$ cat config.mk
export PLATFORM = sky130hd
export DESIGN_NAME = coin_acceptor
export DESIGN_NICKNAME = d
export VERILOG_FILES = /design/src/rtl/coin_pkg.sv /design/src/rtl/coin_debounce.sv /design/src/rtl/coin_acceptor.sv
export SDC_FILE = /design/constraint.sdc
export NUM_CORES = 1
export LEC_CHECK = 0
export CAP_MARGIN = 20
export CORE_ASPECT_RATIO = 1.2
export CORE_MARGIN = 4
export CORE_UTILIZATION = 59
export CTS_BUF_LIST = sky130_fd_sc_hd__clkbuf_8
export CTS_CLUSTER_DIAMETER = 150
export CTS_CLUSTER_SIZE = 16
export DETAILED_ROUTE_END_ITERATION = 16
export GPL_TIMING_DRIVEN = 0
export MAX_ROUTING_LAYER = met4
export PLACE_DENSITY_LB_ADDON = 0.15
export SLEW_MARGIN = 30
export SYNTH_ARGS = -nofsm -noshare
export SYNTH_HDL_FRONTEND = slang
export SYNTH_SLANG_ARGS = --single-unit
$ cat constraint.sdc
create_clock -name clk -period 3 [get_ports clk]
set_input_delay 0.75 -clock clk [delete_from_list [all_inputs] [get_ports clk]]
set_output_delay 0.75 -clock clk [all_outputs]
set_load 0.01 [all_outputs]
$ cat src/rtl/coin_pkg.sv
// Shared coin codes, FSM state encoding and coin-type helper for the coin acceptor.
// No logic, so no latency and no backpressure.
package coin_pkg;

    localparam logic [1:0] COIN_NONE = 2'b00;
    localparam logic [1:0] COIN_5    = 2'b01;
    localparam logic [1:0] COIN_10   = 2'b10;

    typedef enum logic [2:0] {
        WAIT_LOW,
        IDLE,
        MEAS,
        STUCK,
        LOCK
    } state_t;

    typedef enum logic {
        TYPE_5,
        TYPE_10
    } coin_type_t;

    function automatic logic [1:0] type_code(input coin_type_t t);
        return (t == TYPE_10) ? COIN_10 : COIN_5;
    endfunction

endpackage

$ cat src/rtl/coin_debounce.sv
// Two-flop synchroniser plus level debouncer for one raw coin sensor line.
// Latency: raw edge to debounced edge is 2 + DEB_CYCLES clocks.
// Backpressure: none; the line is sampled every clock.
module coin_debounce #(
    parameter int DEB_CYCLES = 4
) (
    input  logic clk,
    input  logic rst,
    input  logic raw_in,
    output logic db_out
);

    localparam int CW = $clog2(DEB_CYCLES + 1);
    localparam logic [CW-1:0] CNT_LAST = CW'(DEB_CYCLES - 1);

    logic          sync1_q, sync1_d;
    logic          sync2_q, sync2_d;
    logic          db_q, db_d;
    logic [CW-1:0] cnt_q, cnt_d;

    always_comb begin
        sync1_d = raw_in;
        sync2_d = sync1_q;
        db_d    = db_q;
        cnt_d   = '0;
        // Any sample that agrees with the current level restarts the run.
        if (sync2_q != db_q) begin
            if (cnt_q == CNT_LAST) begin
                db_d = sync2_q;
            end else begin
                cnt_d = cnt_q + 1'b1;
            end
        end
    end

    always_ff @(posedge clk) begin
        if (!rst) begin
            sync1_q <= 1'b0;
            sync2_q <= 1'b0;
            db_q    <= 1'b0;
            cnt_q   <= '0;
        end else begin
            sync1_q <= sync1_d;
            sync2_q <= sync2_d;
            db_q    <= db_d;
            cnt_q   <= cnt_d;
        end
    end

    assign db_out = db_q;

endmodule

$ cat src/rtl/coin_acceptor.sv
// Coin acceptor front end: debounced 5/10 Rs sensors to one-cycle coin codes or reject pulses.
// Latency: coin_code/reject one clock after the debounced falling edge (2+DEB_CYCLES after raw).
// Backpressure: none; downstream must sample coin_code and reject every clock.
module coin_acceptor
    import coin_pkg::*;
#(
    parameter int DEB_CYCLES = 4,
    parameter int MIN_PULSE  = 8,
    parameter int MAX_PULSE  = 64,
    parameter int GAP_CYCLES = 16
) (
    input  logic       clk,
    input  logic       rst,
    input  logic       coin5_in,
    input  logic       coin10_in,
    output logic [1:0] coin_code,
    output logic       reject,
    output logic       busy,
    output logic [7:0] coin_cnt
);

    localparam int WW = $clog2(MAX_PULSE + 2);
    localparam int GW = $clog2(GAP_CYCLES + 1);
    localparam logic [WW-1:0] W_MIN  = WW'(MIN_PULSE);
    localparam logic [WW-1:0] W_MAX  = WW'(MAX_PULSE);
    localparam logic [WW-1:0] W_SAT  = WW'(MAX_PULSE + 1);
    localparam logic [GW-1:0] G_DONE = GW'(GAP_CYCLES);

    logic db5, db10;

    coin_debounce #(.DEB_CYCLES(DEB_CYCLES)) u_deb5 (
        .clk    (clk),
        .rst    (rst),
        .raw_in (coin5_in),
        .db_out (db5)
    );

    coin_debounce #(.DEB_CYCLES(DEB_CYCLES)) u_deb10 (
        .clk    (clk),
        .rst    (rst),
        .raw_in (coin10_in),
        .db_out (db10)
    );

    state_t     state_q, state_d;
    coin_type_t type_q, type_d;
    logic [WW-1:0] width_q, width_d;
    logic [GW-1:0] gap_q, gap_d;
    logic [1:0]    coin_code_q, coin_code_d;
    logic          reject_q, reject_d;
    logic [7:0]    coin_cnt_q, coin_cnt_d;
    logic          db5_prev_q, db10_prev_q;

    logic rise5, rise10, both_low, active_hi, other_rise;

    assign rise5      = db5 & ~db5_prev_q;
    assign rise10     = db10 & ~db10_prev_q;
    assign both_low   = ~db5 & ~db10;
    assign active_hi  = (type_q == TYPE_5) ? db5 : db10;
    assign other_rise = (type_q == TYPE_5) ? rise10 : rise5;

    always_comb begin
        state_d     = state_q;
        type_d      = type_q;
        width_d     = width_q;
        gap_d       = gap_q;
        coin_code_d = COIN_NONE;
        reject_d    = 1'b0;
        coin_cnt_d  = coin_cnt_q;

        case (state_q)
            // Lines must stay low for a full gap so a sensor held high through
            // reset has time to reach the debounced level before IDLE is entered.
            WAIT_LOW: begin
                if (!both_low) begin
                    gap_d = '0;
                end else if (gap_q != G_DONE) begin
                    gap_d = gap_q + 1'b1;
                end else begin
                    gap_d   = '0;
                    state_d = IDLE;
                end
            end
            IDLE: begin
                if (rise5 && rise10) begin
                    reject_d = 1'b1;
                    state_d  = STUCK;
                end else if (rise5) begin
                    type_d  = TYPE_5;
                    width_d = WW'(1);
                    state_d = MEAS;
                end else if (rise10) begin
                    type_d  = TYPE_10;
                    width_d = WW'(1);
                    state_d = MEAS;
                end
            end
            MEAS: begin
                if (other_rise) begin
                    reject_d = 1'b1;
                    state_d  = STUCK;
                end else if (active_hi) begin
                    if (width_q != W_SAT) begin
                        width_d = width_q + 1'b1;
                    end
                    if (width_d == W_SAT) begin
                        reject_d = 1'b1;
                        state_d  = STUCK;
                    end
                end else begin
                    if (width_q >= W_MIN && width_q <= W_MAX) begin
                        coin_code_d = type_code(type_q);
                        coin_cnt_d  = coin_cnt_q + 8'd1;
                    end else begin
                        reject_d = 1'b1;
                    end
                    gap_d   = '0;
                    state_d = LOCK;
                end
            end
            STUCK: begin
                if (both_low) begin
                    gap_d   = '0;
                    state_d = LOCK;
                end
            end
            LOCK: begin
                if (gap_q != G_DONE) begin
                    gap_d = gap_q + 1'b1;
                end else if (both_low) begin
                    state_d = IDLE;
                end
            end
            default: begin
                gap_d   = '0;
                state_d = WAIT_LOW;
            end
        endcase
    end

    always_ff @(posedge clk) begin
        if (!rst) begin
            state_q     <= WAIT_LOW;
            type_q      <= TYPE_5;
            width_q     <= '0;
            gap_q       <= '0;
            coin_code_q <= COIN_NONE;
            reject_q    <= 1'b0;
            coin_cnt_q  <= 8'd0;
            db5_prev_q  <= 1'b0;
            db10_prev_q <= 1'b0;
        end else begin
            state_q     <= state_d;
            type_q      <= type_d;
            width_q     <= width_d;
            gap_q       <= gap_d;
            coin_code_q <= coin_code_d;
            reject_q    <= reject_d;
            coin_cnt_q  <= coin_cnt_d;
            db5_prev_q  <= db5;
            db10_prev_q <= db10;
        end
    end

    assign coin_code = coin_code_q;
    assign reject    = reject_q;
    assign busy      = (state_q != IDLE);
    assign coin_cnt  = coin_cnt_q;

endmodule

[Yosys cells after proc, flatten, opt, wreduce, memory -nomap -nowiden]
Cells that the tools add are included.
Operators by class
  bitwise operators: 16
  $add $sub $neg: 5
  equal/unequal tests: 25
  mux-type cells: 40
  reductions and logical operators: 15
  $lt $le $gt $ge: 2
Operators with widths (count)
  2-to-1 mux 7 bit: 9
  2-to-1 mux 3 bit: 11
  2-to-1 mux 5 bit: 6
  case mux 5 bit (5 select lines): 1
  != test 2 bit, second input constant: 10
  case mux 3 bit (5 select lines): 1
  case mux 7 bit (2 select lines): 1
  NOT 1 bit: 13
  equality test 3 x 2 -> 1 bit, second input constant: 4
  AND reduction 5 bit: 2
  2-to-1 mux 1 bit: 9
  adder 8 x 1 -> 8 bit, second input constant: 1
  != test 4 bit, second input constant: 2
  adder 7 x 1 -> 7 bit, second input constant: 1
  equality test 7 bit, second input constant: 1
  >= comparator 7 x 4 -> 1 bit, second input constant: 1
  <= comparator 7 bit, second input constant: 1
  != test 7 bit, second input constant: 1
  AND reduction 7 bit: 1
  adder 3 x 1 -> 3 bit, second input constant: 2
  OR reduction 3 bit: 2
  adder 5 x 1 -> 5 bit, second input constant: 1
  != test 5 bit, second input constant: 1
  OR reduction 5 bit: 1
  14 further kinds: 20
Word-level totals
  output and inout bits: 12
  bits of input ports: 4
  register bits after elaboration: 41
  logic and storage cells: 120

[Logic depth before layout (Yosys ltp)]
Gate-level depths: netlist of run 1.
  depth in word-level cells: 10
  mapped depth: 10
  depth with buffers taken out: 9

[By module]
From an unflattened synthesis of run 1, not the netlist that was laid out.
Second synthesis, totals
  cell total of the unflattened synthesis: 259
  area, all modules: 2212.1 um^2
Modules (own cells, without submodules)
  coin_acceptor: cells each 225, seq. area each 580.6 um^2, area each 1779.2 um^2, times used 1
  coin_debounce: cells each 17, seq. area each 120.1 um^2, area each 216.5 um^2, times used 2

[Worst setup path after synthesis of run 1]
Ideal clock, no wire load.
  kind: reg-to-reg
  from: reg width_q[3]
  to: reg state_q[2]
  setup time: 67 ps
  buffers on the path: 1
  clock period less this slack: 2094 ps
  stages on the path, launching flop included: 8
  setup slack: 906 ps
  required time: 2933 ps
  arrival: 2026 ps
  path through: dfxtp_1 > buf_6 > or4_4 > or2_4 > o311ai_4 > o211ai_2 > or3_1 > a21oi_2
On the way
  word-level cells in the longest chain between the ends: 8
  elaborated cells on any way between the ends: 9
  those cells by class: add/sub: 1; eq/ne: 3; mux: 4; reduce/logical: 1
RTL lines
  start, declared: line coin_acceptor.sv:47  | logic [WW-1:0] width_q, width_d;
  start signal, assigned: line coin_acceptor.sv:155  | width_q <= width_d;
  adder 7 x 1 -> 7 bit / != test 7 bit (equally long branches): line coin_acceptor.sv:104, coin_acceptor.sv:103
  2-to-1 mux 7 bit (*): line coin_acceptor.sv:103  | if (width_q != W_SAT) begin
  2-to-1 mux 7 bit (*): line coin_acceptor.sv:102  | end else if (active_hi) begin
  2-to-1 mux 7 bit (*): line coin_acceptor.sv:99  | if (other_rise) begin
  2-to-1 mux 7 bit (*): line coin_acceptor.sv:71  | case (state_q)
  equality test 7 bit (*): line coin_acceptor.sv:106  | if (width_d == W_SAT) begin
  != test 4 bit (no line) (*)
  AND reduction 7 bit (no line) (*)
  end signal, assigned: line coin_acceptor.sv:153  | state_q <= state_d;
  end, declared: line coin_acceptor.sv:45  | state_t state_q, state_d;
Mark *: on every way between the ends. The rest lies on a longest branch, timed or not. The select of a mux whose other input is x is not followed.
A chain may end at the register's enable or synchronous reset.

[Final worst setup path of run 1]
  from: reg state_q[1]
  to: out busy
On the way
  word-level cells in the longest chain between the ends: 1
RTL lines
  != test 3 x 1 -> 1 bit: line coin_acceptor.sv:167  | assign busy = (state_q != IDLE);
  end, declared: line coin_acceptor.sv:18  | output logic busy,
Every way passes these cells.

==> flow_metrics.tcl, run 1 <==
set metrics [dict create \
    first_pass_iters 4 \
    ant_nets 0 \
    start_util_pct 62.2 \
    drc 0 \
    synth_edf_count 0 \
    root_buffer "clkbuf_8" \
    start_kind "register" \
    dieArea_sq_mm 0.00457 \
    syn-instance-count 248 \
    yosys_warnings 0 \
    worstPathMaxFanout 10 \
    crit_chain "clkbuf_1 -> nor2_1 -> inv_1 -> clkdlybuf4s50_1" \
    async_flop_share_pct 0 \
    post_cts_buffers 0 \
    worst_pin_slew_ns 0.568 \
    cts_made_buffers 5 \
    finClkSkew_ns 0.00435 \
    io_buffers 14 \
    drtIter0Drc 66 \
    avgViaCountPerCell 5.75 \
    area_delta_synth_final_pct 15.5 \
    critPathKind "reg2out" \
    ys_top_cells_by_area "dfxtp_1, ha_1, nor2_1, a21oi_1, inv_1" \
    grt_first_pass_wirelength_mm 7.30 \
    fillers 276 \
    hold_class "reg2reg" \
    relSlewSlack_pct 61.7 \
    synth_area_sq_mm 0.00209 \
    irDropWorstVdd_uv 492 \
    drv_cap 0 \
    end_kind "output pin" \
    grt.total_usage_pct 20.5 \
    rows 23 \
    clkTransAtPathRegs_ns 0.08 \
    synth_nets 264 \
    ctsHoldBuffers 0 \
    insertion_delay_ns 0.29 \
    syn_avg_cell_area_sq_um 8.45 \
    rsz0062_at_grt "no" \
    grt_pass1_vias 1624 \
    gr-total-overflow 0 \
    setup_viol 0 \
    p_per_area_mw_per_mm2 530 \
    antenna_found_initial 0 \
    post_drt_wl_per_cell_um 13.7 \
    yosysSeqAreaShare_pct 39.2 \
    setup_tns_ns 0 \
    power.leakage_nw 0.929 \
    arrival_ns 1.78 \
    final_nets 285 \
    cts_tree "yes" \
    grt_max_degree 15 \
    synth-seq-cells 41 \
    synth_top_area_share_pct 39.2 \
    die_width_um 62.4 \
    synth.most_common_cell "dfxtp_1" \
    seq_area_sq_um 821 \
    gp_congestion 0.914 \
    synthFlopType "dfxtp_1" \
    cts.sinks 41 \
    status "finished clean" \
    period_share_pct 84.3 \
    via_count 1764 \
    required_ns 2.25 \
    cpPeakStageDelay_ns 0.54 \
    wl_mm 4.22 \
    max_freq_mhz 395 \
    p_total_mw 1.28 \
    dpl.hpwl_mm 3.02 \
    yosys.area.top_type "dfxtp_1" \
    slowest_stage "clkdlybuf4s50_1" \
    ctsResizeCount 0 \
    slew_viol_final 0 \
    ios 16 \
    multi_input_area_sq_mm 0.00116 \
    final_layout_size_suffix_gt1_share_pct 8.15 \
    fin_crit_ns 2.53 \
    synth_common_cells "dfxtp_1, nor2_1, inv_1, nand2_1, a21oi_1" \
    design_area_sq_mm 0.00242 \
    die_y_um 73.3 \
    ys_types 46 \
    n_antenna_cell 0 \
    dpl_cell_area_sq_mm 0.00228 \
    htreeDepth 2 \
    hold_violations 0 \
    core_sq_mm 0.00337 \
    clk_path_buf_depth 2 \
]
==> cells by family (layout without fill, tap and decap cells) <==
| group | Yosys count | count (layout) | synth area share [%] |
|---|---|---|---|
| buffers and inverters | 27 | 49 | 5.32 |
| multiplexers | 4 | 4 | 1.91 |
| AND/OR/NAND/NOR | 99 | 99 | 24.5 |
| flip-flops | 41 | 41 | 39.2 |
| adder cells (fa/ha/maj) | 12 | 12 | 7.17 |
| XOR/XNOR | 10 | 10 | 4.18 |
| AO/OA/AOI/OAI | 55 | 55 | 17.7 |
==> state kept, by name, indices dropped and copies added, names as in the netlist, 2 cells and up <==
name,cells
width_q,7
u_deb10.cnt_q,3
coin_cnt,8
state_q,3
gap_q,5
u_deb5.cnt_q,3
coin_code,2
==> area by class of cell <==
cell class / instances / area share, %
Inverter: 17 / 2.64
Multi-Input combinational cell: 180 / 48.1
Clock buffer: 5 / 2.85
Clock inverter: 3 / 2.85
Buffer: 10 / 1.97
Tap cell: 37 / 1.91
Sequential cell: 41 / 33.9
Timing Repair Buffer: 14 / 5.79
==> placed cells by master, fill, tap and decap left out, types with 5 or more instances in the layout <==
master / n
ha_1: 12
o21ai_0: 12
nand2_1: 17
dfxtp_1: 41
nor3_1: 7
nand2b_1: 5
nand3_1: 5
clkdlybuf4s50_1: 14
a21oi_1: 16
clkbuf_8: 5
and2_1: 7
nor2_1: 30
inv_1: 17
and3_1: 7
clkbuf_1: 7
nand4_1: 6
xor2_1: 6
==> metal layers <==
layer	vias up	global-route usage (%)	part of all wire [%]
li1	911	-	-
met1	825	23.6	45
met2	20	35.1	51
met3	8	4.74	2.6
met4	0	7.31	1.6
met5	-	-	0
==> path summary, 6_finish.rpt <==
| check | from | endpoint | slack [ns] | cells past startpoint |
|---|---|---|---|---|
| min reg2reg | u_deb5.cnt_q[0] | u_deb5.cnt_q[0] | 0.42 | 1 |
| min | u_deb5.cnt_q[0] | u_deb5.cnt_q[0] | 0.42 | 1 |
| max | state_q[1] | busy | 0.47 | 4 |
| max reg2reg | u_deb10.db_out | state_q[1] | 0.67 | 10 |
==> worst max-delay path: cells and delay by family, from the launching register on <==
kind	cells	cell delay [ns]
buffers and inverters	3	0.97
flip-flops	1	0.35
AND/OR/NAND/NOR	1	0.17
==> through the flow <==
step | instances | setup WS [ns] | utilization [%] | hold WS, ns
2_1_floorplan | 248 | 0.906 | - | 0.399
3_3_place_gp | 299 | 0.759 | 67.7 | 0.412
3_5_place_dp | 299 | 0.724 | 67.7 | 0.418
4_1_cts | 307 | 0.461 | 71.8 | 0.429
5_1_grt | 307 | 0.332 | 71.8 | 0.454
6_report | 307 | 0.470 | 71.8 | 0.423
==> report_power, final <==
part | switching (mW) | internal [mW]
clock | 0.202 | 0.335
sequential | 0.0230 | 0.566
combinational | 0.0933 | 0.0623
Power figures use the tool's default switching activity.
==> run 2: changes to the inputs <==
==> constraint.sdc (replaced) <==
create_clock -name clk -period 2.4 [get_ports clk]
set_input_delay 0.6 -clock clk [delete_from_list [all_inputs] [get_ports clk]]
set_output_delay 0.6 -clock clk [all_outputs]
set_load 0.01 [all_outputs]
==> flow_metrics.tcl, run 2 (synthesis results as in run 1) <==
set metrics [dict create \
    ctsHoldBuffers 0 \
    fin_hold_ws_ns 0.423 \
    cts_tree "yes" \
    seq_power_share_pct 45.8 \
    avgViaCountPerCell 5.80 \
    rr_worst_depth 7 \
    slew_viol_final 0 \
    start_util_pct 62.2 \
    p_int_mw 1.21 \
    fin_crit_ns 2.24 \
    first_pass_iters 4 \
    worst_pin_slew_ns 0.576 \
    p_sw_mw 0.403 \
    setup_tns_ns 0 \
    gr-total-overflow 0 \
    final_layout_size_suffix_gt1_share_pct 8.92 \
    area_delta_synth_final_pct 15.5 \
    clk_path_buf_depth 2 \
    htreeDepth 2 \
    grt_max_degree 15 \
    rsz0062_at_grt "no" \
    critPathKind "reg2reg" \
    max_freq_mhz 445 \
    crit_end "state_q[1]" \
    slowest_stage "or4b_2" \
    antenna_found_initial 0 \
    dieArea_sq_mm 0.00457 \
    setup_viol 0 \
    grt_first_pass_wirelength_mm 7.30 \
    irDropWorstVdd_uv 614 \
    grt_pass1_vias 1624 \
    root_buffer "clkbuf_8" \
    grt.total_usage_pct 20.5 \
    end_kind "register" \
    hold_class "reg2reg" \
    start_kind "register" \
    crit_chain "ha_1 -> nand4_1 -> o21ai_0 -> or4b_2 -> o211ai_2 -> mux2i_1 -> nor2_1" \
    clkTransAtPathRegs_ns 0.08 \
    status "finished clean" \
    cpPeakStageDelay_ns 0.61 \
    layout_commonest_cell "dfxtp_1" \
    required_ns 2.58 \
    largest_reg_flops 8 \
    hold_violations 0 \
    arrival_ns 2.43 \
    via_count 1774 \
    post_drt_wl_per_cell_um 13.9 \
    die_y_um 73.3 \
    ctsResizeCount 0 \
    p_per_area_mw_per_mm2 665 \
    post_cts_buffers 0 \
    core_sq_mm 0.00337 \
    gp_congestion 0.914 \
    power.leakage_nw 0.930 \
    n_antenna_cell 0 \
    rrSetupSlack_ns 0.16 \
    ios 16 \
    io_buffers 14 \
    crit_start "width_q[0]" \
    final_nets 284 \
    drc 0 \
    relSlewSlack_pct 61.2 \
    wl_mm 4.26 \
    final_cell_mix "dfxtp_1, nor2_1, inv_1, nand2_1, a21oi_1" \
    worstPathMaxFanout 9 \
    insertion_delay_ns 0.30 \
    pwr-share-clk_pct 42.0 \
    drv_cap 0 \
    combPwrFrac_pct 12.2 \
    cts.sinks 41 \
    dpl.hpwl_mm 3.02 \
    die_width_um 62.4 \
    ant_nets 0 \
    reg2reg_from "width_q[0]" \
    finClkSkew_ns 0.00584 \
    swShare_pct 25.0 \
    reg2reg_to "state_q[1]" \
    period_share_pct 93.5 \
    drtIter0Drc 65 \
    rows 23 \
    cts_made_buffers 5 \
]
==> run 2: worst min-delay path by stage <==
stage	startpoint	endpoint	slack (ns)	cells past startpoint
global placement	u_deb10.cnt_q[0]	u_deb10.cnt_q[0]	0.41	1
global route	u_deb5.cnt_q[0]	u_deb5.cnt_q[0]	0.45	1
CTS	u_deb10.cnt_q[0]	u_deb10.cnt_q[0]	0.43	1
detailed placement	u_deb10.cnt_q[0]	u_deb10.cnt_q[0]	0.42	1
finish	u_deb5.cnt_q[0]	u_deb5.cnt_q[0]	0.42	1
floorplan	u_deb10.cnt_q[0]	u_deb10.cnt_q[0]	0.40	1
==> run 2: power groups by stage <==
| stage | clock network, mW | logic (mW) | registers, mW |
|---|---|---|---|
| 2_1_floorplan | 0 | 0.144 | 0.745 |
| 3_3_place_gp | 0 | 0.189 | 0.751 |
| 3_5_place_dp | 0 | 0.194 | 0.752 |
| 4_1_cts | 0.682 | 0.196 | 0.736 |
| 5_1_grt | 0.715 | 0.221 | 0.741 |
| 6_report | 0.676 | 0.196 | 0.736 |
==> run 2: per-layer routing <==
metal  vias to the layer above  global-route usage (%)  part of all wire (%)
li1                        911                       -                     -
met1                       828                    23.6                    45
met2                        25                    35.1                    51
met3                        10                    4.74                   2.4
met4                         0                    7.31                   1.6
met5                         -                       -                     0
==> run 2: cell type report <==
type	count	area, sq um
fillers	275	948
repair buffers	14	140
plain buffers	9	45.0
clock buffers	5	68.8
well taps	37	46.3
flip-flops and latches	41	821
clock inverters	3	68.8
inverters	17	63.8
multi-input cells	180	1160
==> run 2: worst max-delay path: cells and delay by family (launching register included) <==
| kind | cells | cell delay (ns) |
|---|---|---|
| AND/OR/NAND/NOR | 3 | 0.84 |
| flip-flops | 1 | 0.50 |
| AO/OA/AOI/OAI | 2 | 0.30 |
| adder cells (fa/ha/maj) | 1 | 0.28 |
| multiplexers | 1 | 0.21 |
==> run 2: stage by stage <==
step                setup slack [ns]  util, %  instances  instance area [sq um]  total power [mW]
floorplan                      0.306        -        248                   2090             0.890
global placement               0.159     67.7        299                   2280             0.940
detailed placement             0.124     67.7        299                   2280             0.946
CTS                           0.0114     71.8        307                   2420              1.61
global route                  0.0340     71.8        306                   2420              1.68
finish                         0.155     71.8        306                   2420              1.61
==> run 3: changes to the inputs <==
--- a/config.mk
+++ b/config.mk
@@ -7,9 +7,8 @@
 export LEC_CHECK = 0
 export CAP_MARGIN = 20
 export CORE_ASPECT_RATIO = 1.2
-export CORE_MARGIN = 4
-export CORE_UTILIZATION = 59
-export CTS_BUF_LIST = sky130_fd_sc_hd__clkbuf_8
+export CORE_MARGIN = 5
+export CORE_UTILIZATION = 55
 export CTS_CLUSTER_DIAMETER = 150
 export CTS_CLUSTER_SIZE = 16
 export DETAILED_ROUTE_END_ITERATION = 16
==> flow_metrics.tcl, run 3 (synthesis results as in run 1) <==
set metrics [dict create \
    reg2reg_from "width_q[0]" \
    finClkSkew_ns 0.00538 \
    insertion_delay_ns 0.29 \
    fillers 331 \
    p_per_area_mw_per_mm2 582 \
    rows 24 \
    slew_viol_final 0 \
    fin_ws_ns 0.160 \
    n_antenna_cell 0 \
    p_total_mw 1.40 \
    period_share_pct 93.3 \
    grt_max_degree 14 \
    start_util_pct 57.2 \
    cts_tree "yes" \
    hold_class "reg2reg" \
    final_cell_mix "dfxtp_1, nor2_1, inv_1, nand2_1, a21oi_1" \
    placed_cells 314 \
    relSlewSlack_pct 63.2 \
    required_ns 2.62 \
    drc 0 \
    area_delta_synth_final_pct 14.7 \
    critPathKind "reg2reg" \
    worstPathMaxFanout 9 \
    cts.sinks 41 \
    cts_made_buffers 5 \
    die_y_um 77.6 \
    largest_reg_flops 8 \
    drv_cap 0 \
    arrival_ns 2.46 \
    pre_cts_ws_ns 0.141 \
    final_layout_size_suffix_gt1_share_pct 9.29 \
    core_sq_mm 0.00366 \
    hold_start "u_deb5.cnt_q[0]" \
    final_nets 284 \
    drtIter0Drc 126 \
    hold_violations 0 \
    gp_congestion 0.898 \
    dpl.hpwl_mm 2.99 \
    end_kind "register" \
    ant_nets 0 \
    die_width_um 66.3 \
    utilization_pct 65.6 \
    clk_path_buf_depth 2 \
    worst_pin_slew_ns 0.547 \
    wl_mm 4.04 \
    fin_crit_ns 2.24 \
    dieArea_sq_mm 0.00515 \
    post_drt_wl_per_cell_um 12.6 \
    avgViaCountPerCell 5.49 \
    grt_pass1_vias 1660 \
    irDropWorstVdd_uv 372 \
    gr-total-overflow 0 \
    via_count 1762 \
    crit_start "width_q[0]" \
    grt.total_usage_pct 17.9 \
    max_freq_mhz 446 \
    io_buffers 14 \
    first_pass_iters 4 \
    setup_viol 0 \
    start_kind "register" \
    status "finished clean" \
    rsz0062_at_grt "no" \
    power.leakage_nw 0.913 \
    ios 16 \
    layout_commonest_cell "dfxtp_1" \
    htreeDepth 2 \
    root_buffer "clkbuf_8" \
    grt_first_pass_wirelength_mm 7.16 \
    antenna_found_initial 0 \
    setup_tns_ns 0 \
    clkTransAtPathRegs_ns 0.08 \
    layout.cells.non_filler 321 \
]
==> run 3: timing repair <==
action	CTS	global route
hold buffers	0	0
endpoints found under the setup margin	0	3
buffers inserted	0	0
resized for setup	0	4
==> run 3: cell type report <==
cell class,count,area [sq um],area share [%]
plain buffers,9,45.0,1.88
multi-input cells,180,1170,48.7
repair buffers,14,140,5.83
flip-flops and latches,41,821,34.2
clock buffers,6,82.6,3.44
well taps,52,65.1,2.71
inverters,17,63.8,2.66
clock inverters,2,13.8,0.573
==> run 3: layer usage <==
metal	GRT usage, %	part of all wire [%]	vias up
li1	-	-	916
met1	20.1	46	820
met2	30.2	50	20
met3	3.03	2.6	6
met4	8.74	1.5	0
met5	-	0	-
==> run 3: report_power, final <==
part | total, mW | leakage (nW) | switching [mW] | internal [mW]
Clock | 0.465 | 0.0512 | 0.232 | 0.233
Combinational | 0.194 | 0.531 | 0.113 | 0.0802
Sequential | 0.738 | 0.332 | 0.0305 | 0.708
Total | 1.40 | 0.913 | 0.376 | 1.02
==> run 3: critical path, stage by stage, from the launching register on <==
cell and delay, ns:
dfxtp_1 0.39, ha_1 0.28, or4_2 0.54, a21oi_1 0.29
o211ai_2 0.18, or3_1 0.39, a21oi_2 0.11
==> run 3: path summary, 6_finish.rpt <==
path         slack [ns]              end  cells past startpoint
max                0.16       state_q[2]                      6
min                0.43  u_deb5.cnt_q[0]                      1
max reg2reg        0.16       state_q[2]                      6
min reg2reg        0.43  u_deb5.cnt_q[0]                      1
==> run 3: through the flow <==
stage	hold slack, ns	instance area, sq um
6_report	0.425	2400
5_1_grt	0.454	2400
4_1_cts	0.429	2400
3_5_place_dp	0.418	2300
3_3_place_gp	0.408	2300
2_1_floorplan	0.399	2090
